--- config.mk ---
export PLATFORM = sky130hd
export DESIGN_NAME = sysid_rd_timer
export DESIGN_NICKNAME = d
export VERILOG_FILES = /design/src/rtl/sysid_rd_timer.sv
export SDC_FILE = /design/constraint.sdc
export NUM_CORES = 1
export LEC_CHECK = 0
export BUFFER_PORTS_ARGS = -buffer_cell sky130_fd_sc_hd__buf_2
export CELL_PAD_IN_SITES_DETAIL_PLACEMENT = 1
export CELL_PAD_IN_SITES_GLOBAL_PLACEMENT = 1
export CORE_MARGIN = 2
export CORE_UTILIZATION = 36
export DETAILED_ROUTE_END_ITERATION = 6
export GPL_TIMING_DRIVEN = 0
export HOLD_SLACK_MARGIN = 0.1
export PLACE_DENSITY = 0.73
export SLEW_MARGIN = 30
export SYNTH_ARGS = -nofsm -noshare
export SYNTH_HDL_FRONTEND = slang
export SYNTH_SLANG_ARGS = --single-unit
--- constraint.sdc ---
create_clock -name clock -period 2.2 [get_ports clock]
set_input_delay 0.66 -clock clock [delete_from_list [all_inputs] [get_ports clock]]
set_output_delay 0.66 -clock clock [all_outputs]
set_load 0.02 [all_outputs]
--- src/rtl/sysid_rd_timer.sv ---
// Down-counter shared by the read-latency wait and the waitrequest timeout.
// expire fires on the tick that brings the count to its terminal value.
module sysid_rd_timer (
  input  logic        clock,
  input  logic        reset_n,
  input  logic        load,
  input  logic [15:0] load_value,
  input  logic        tick,
  output logic        expire
);

  logic [15:0] count;

  always_ff @(posedge clock or negedge reset_n) begin
    if (!reset_n) begin
      count <= '0;
    end else if (load) begin
      count <= load_value;
    end else if (tick && count != 16'd0) begin
      count <= count - 16'd1;
    end
  end

  assign expire = tick && (count == 16'd1);

endmodule

==> results of run 1 <==
-- cells by family after synthesis --
logic type / synth area share (%)
fa+ha+maj: 2.32
simple gates: 29.9
compound gates: 23.6
mux: 0.929
flops: 37.2
buf+inv: 6.16
-- worst paths after layout --
check | start | endpoint | cells past startpoint
max reg2reg | count[3] | count[13] | 5
min | reset_n | count[10] | 1
max | count[4] | expire | 4
min reg2reg | count[4] | count[4] | 2
max in group asynchronous | reset_n | count[8] | 1
min in group clock | load_value[1] | count[1] | 3
-- cells in the mapped netlist, types with 2 or more instances --
cell type and instances:
o21ai_0 6, ha_1 2, a31oi_1 9, dfrtp_1 16
a21oi_1 2, inv_1 3, and4b_1 2, nor2_1 11
or4_1 8, o31ai_1 5, nor4_1 4, clkbuf_1 2
or3_1 6, nor2b_1 2, o41ai_1 3, dlygate4sd1_1 2
nand2_1 8
-- what timing repair did --
action	in CTS	in global routing
resized for setup	14	13
setup buffers	6	3
pin swaps	5	5
endpoints found under the setup margin	2	9
-- stage by stage --
step           util [%]  cell area [sq um]  TNS, ns  setup slack, ns  hold slack (ns)
2_1_floorplan         -               1070        0         0.000919            0.364
3_3_place_gp       43.1               1210   -0.356           -0.288            0.492
3_5_place_dp       43.1               1210   -0.484           -0.313            0.507
4_1_cts            47.7               1340   -0.219           -0.125            0.292
5_1_grt            50.0               1400   -0.299           -0.256            0.280
6_report           50.0               1400   -0.136           -0.136            0.284
-- worst reg2reg max path, delay by kind of cell, from the launching register on --
kind	cells	cell delay, ns
buffers and inverters	1	0.14
flip-flops	1	0.45
AND/OR/NAND/NOR	3	1.38
AO/OA/AOI/OAI	1	0.16
-- layout make-up --
cell class	count	share of cell area, %
plain buffers	6	3.39
clock buffers	3	1.61
inverters	3	0.804
multi-input cells	92	49.8
flip-flops and latches	16	29.0
well taps	31	2.77
repair buffers	28	12.6
-- power by group --
group          leakage [uW]  internal [uW]  switching (uW)
combinational      0.000340           76.4            78.9
sequential         0.000180            325            50.8
clock             0.0000138           63.6            92.1
total              0.000534            465             222
-- metal layers --
metal	track usage [%]	up-vias
met5	0	-
met4	2.92	0
met3	5.27	6
met2	37.7	27
met1	26.1	539
li1	-	529
==> flow_metrics.tcl, run 1 <==
set metrics [dict create \
    hold_violations 0 \
    largest_reg_flops 16 \
    vdd_ir_drop_max_uv 266 \
    synth.top_cell.area_share_pct 37.2 \
    place_congestion 0.740 \
    met2_length_um 1670 \
    ys.flop_type "dfrtp_1" \
    async_flop_share_pct 100 \
    slowest_stage "dfrtp_2" \
    highest_layer "met4" \
    slew-limit-headroom_pct 67.2 \
    synth_nets 140 \
    wl_per_cell_um 18.6 \
    fin_cells 179 \
    numCtsBuffers 3 \
    rsz0062_at_grt "true" \
    r2r_slack_ns 0.01 \
    fin_skew_ns 0.00158 \
    ios 21 \
    yosysWarnings 0 \
    end_kind "primary output" \
    cp.arrival_ns 1.68 \
    final_max_slew_viol_count 0 \
    cp-start-kind "register" \
    period_share_pct 106 \
    setup_viol 1 \
    drive_gt1_share_pct 37.8 \
    fmax_mhz 428 \
    vias_per_cell 6.15 \
    antenna_cells 0 \
    rows 19 \
    worst_pin_slew_ns 0.493 \
    synthDistinctLibCells 44 \
    dr.pass1.iters 6 \
    fin_crit_ns 2.34 \
    reg_top3 "count x16" \
    wl_met3_um 122 \
    dp_cells 168 \
    fillCellCount 329 \
    seq_area_frac_synth_pct 37.2 \
    power_density_mw_per_mm2 490 \
    hpwl_um 2200 \
    met1_length_um 1490 \
    ys_ff_latch 16 \
    finalPower_uw 687 \
    critPathMaxFanout 5 \
    cts_tree "done" \
    grt_usage_pct 21.0 \
    status "complete, but fails checks" \
    static-leakage-power_uw 0.000534 \
    dr.first_iter.drc_count 13 \
    final_common_cell "buf_2" \
    violations "design-rule violations, negative setup slack" \
    wl_um 3330 \
    crit_type "reg -> out" \
    crit_required_ns 1.54 \
    cts_hold_buf 0 \
    antenna_left 0 \
    clockBufferDepth 2 \
    grt_start_max_net_pins 17 \
    path_clk_slew_ns 0.09 \
    cp_num_buf_inv 1 \
    area_growth_syn_to_layout_pct 30.1 \
    clock_latency_ns 0.29 \
    synth_area_leaders "dfrtp_1, or4_1, a31oi_1" \
    grt_pass1_wl_um 5400 \
    htreeDepth 1 \
    chipHeight_um 58.7 \
    post-route-drc-count 1 \
    final.setup.worst_slack_ns -0.136 \
    syn_area_sq_mm 0.00108 \
    min_path_type "in -> async" \
    yosysTopAreaCell "dfrtp_1" \
    start_util_pct 38.4 \
    worstPathCellList "nor4_4 -> and4b_2 -> and4b_1 -> buf_6" \
    antenna_found_initial 0 \
    syn_avg_cell_area_sq_um 9.13 \
    grt_pass1_vias 1110 \
    syn_inst 118 \
    coreArea_sq_mm 0.00281 \
    synth_edf_count 0 \
    cts_root_buf "clkbuf_4" \
    cpPeakStageDelay_ns 0.46 \
    vias 1101 \
    multi_input_area_sq_um 698 \
    grt_overflow_total 0 \
    layout_common_cells "buf_2, nor2_1, dfrtp_1" \
    layout.area.seq_sq_um 407 \
    cp_top_family "simple AND/OR/NAND/NOR gates" \
    die_w_um 58.7 \
    portBuffers 19 \
    fin_nets 172 \
    die_area_sq_mm 0.00345 \
    cts.sinks 16 \
    drv_cap 0 \
    top_register "count" \
]
Note: power is estimated with default switching activity, not from simulation.
==> inputs of run 2 (changes only) <==
REMOVE_ABC_BUFFERS = 1   (was not set)
==> run 2 against run 1 <==
  * The run still ends with design-rule violations, negative setup slack left
  * Critical path type unchanged
  * Global-route usage fell by 2.8 points
  * Register-to-register slack got worse by 0.05 ns
  * Clock skew barely moved
  * Highest routed layer unchanged
  * Final cell count fell by 2.8%
  * Clock power rose by 33%
  * Setup slack improved by 0.010 ns
==> flow_metrics.tcl, run 2 (same netlist as run 1, synthesis figures left out) <==
set metrics [dict create \
    final_common_cell "buf_2" \
    p_seq_share_pct 51.9 \
    setup_viol 2 \
    cp.arrival_ns 1.67 \
    slew-limit-headroom_pct 56.7 \
    fillCellCount 341 \
    crit_required_ns 1.54 \
    crit_end "expire" \
    cpPeakStageDelay_ns 0.46 \
    r2r_end "count[11]" \
    grt_pass1_vias 1025 \
    grt_usage_pct 18.3 \
    reg_top3 "count x16" \
    layout_common_cells "buf_2, dfrtp_1, nor2_1" \
    crit_type "reg -> out" \
    finalPower_uw 718 \
    rr_startpoint "count[2]" \
    vias_per_cell 6.18 \
    chipHeight_um 58.7 \
    grt_pass1_wl_um 4750 \
    htreeDepth 1 \
    static-leakage-power_uw 0.000508 \
    critPathMaxFanout 5 \
    post-route-drc-count 1 \
    fin_skew_ns 0.00126 \
    power_density_mw_per_mm2 542 \
    ios 21 \
    dp_cells 162 \
    cp_num_buf_inv 1 \
    period_share_pct 106 \
    numCtsBuffers 3 \
    hpwl_um 1850 \
    clock_latency_ns 0.30 \
    rsz0062_at_grt "true" \
    rows 19 \
    status "complete, but fails checks" \
    r2r_slack_ns -0.04 \
    switching_power_uw 224 \
    cts_hold_buf 0 \
    fin_tns_setup_ns -0.162 \
    drive_gt1_share_pct 33.6 \
    final.setup.worst_slack_ns -0.125 \
    cp.depth 4 \
    reg2regPathDepth 4 \
    largest_reg_flops 16 \
    cp-start-kind "register" \
    wl_um 2950 \
    cts.sinks 16 \
    drv_cap 0 \
    antenna_found_initial 0 \
    fin_cells 174 \
    final_max_slew_viol_count 0 \
    antenna_left 0 \
    vias 1076 \
    p_clk_share_pct 28.9 \
    start_util_pct 38.4 \
    fin_nets 166 \
    clockBufferDepth 2 \
    grt_start_max_net_pins 23 \
    path_clk_slew_ns 0.10 \
    swShare_pct 31.2 \
    dr.first_iter.drc_count 24 \
    cts_tree "done" \
    cts_root_buf "clkbuf_4" \
    coreArea_sq_mm 0.00281 \
    fmax_mhz 430 \
    min_path_type "in -> async" \
    top_register "count" \
    dpl_cell_area_sq_mm 0.00116 \
    end_kind "primary output" \
    violations "design-rule violations, negative setup slack" \
    worst_pin_slew_ns 0.649 \
    design_area_sq_mm 0.00133 \
    cp_top_family "simple AND/OR/NAND/NOR gates" \
    die_w_um 58.7 \
    die_area_sq_mm 0.00345 \
    combPwrFrac_pct 19.3 \
    worstSetupStartpoint "count[8]" \
    internal-power_uw 494 \
    place_congestion 0.762 \
    portBuffers 20 \
    wl_per_cell_um 16.9 \
    slowest_stage "dfrtp_2" \
    worstPathCellList "nor4_4 -> and4b_2 -> and4b_1 -> buf_6" \
    area_growth_syn_to_layout_pct 23.1 \
    fin_crit_ns 2.33 \
    dr.pass1.iters 6 \
    vdd_ir_drop_max_uv 361 \
    antenna_cells 0 \
    hold_violations 0 \
    grt_overflow_total 0 \
]
[run 2: power by group through the flow]
| stage | clock network [uW] | registers [uW] | logic (uW) |
|---|---|---|---|
| floorplan | 0 | 354 | 74.7 |
| global placement | 0 | 363 | 113 |
| detailed placement | 0 | 365 | 119 |
| CTS | 208 | 368 | 127 |
| global route | 228 | 378 | 156 |
| finish | 207 | 372 | 139 |
[run 2: metrics by stage]
stage	util [%]	worst slack [ns]	hold slack [ns]
2_1_floorplan	-	0.000919	0.364
3_3_place_gp	41.4	-0.330	0.481
3_5_place_dp	41.4	-0.393	0.500
4_1_cts	45.3	-0.130	0.284
5_1_grt	47.3	-0.204	0.267
6_report	47.3	-0.125	0.265
[run 2: worst min path at each step]
stage,start,to,slack [ns],cells after the start
5_1_grt,reset_n,count[12],0.27,1
2_1_floorplan,reset_n,count[0],0.36,0
3_5_place_dp,count[6],count[6],0.50,1
6_report,reset_n,count[12],0.27,1
3_3_place_gp,count[6],count[6],0.48,1
4_1_cts,reset_n,count[11],0.28,1
[run 2: timing repair]
| action | in CTS | in global routing |
|---|---|---|
| setup endpoints to repair | 2 | 4 |
| setup buffers | 4 | 4 |
| pin swaps | 4 | 3 |
| gates resized for setup | 8 | 8 |
| gates cloned | 0 | 0 |
[run 2: worst reg2reg max path, stage by stage (launching register included)]
cell and delay (ns):
dfrtp_1 0.45, or4b_1 0.74, or3_1 0.41, or4_1 0.40
a31oi_1 0.17
[run 2: cell type report]
class | instances | area [sq um] | share of cell area (%)
multi-input cells | 92 | 668 | 50.4
repair buffers | 28 | 166 | 12.5
clock buffers | 4 | 36.3 | 2.74
well taps | 31 | 38.8 | 2.92
flip-flops and latches | 16 | 405 | 30.6
inverters | 3 | 11.3 | 0.849
[run 2: routing by layer]
metal / wire, um / GRT usage, % / part of all wire [%]
met4: 27 / 5.84 / 0.92
met5: 0 / 0 / 0
met2: 1440 / 31.6 / 49
met1: 1340 / 23.0 / 45
met3: 140 / 3.30 / 4.7
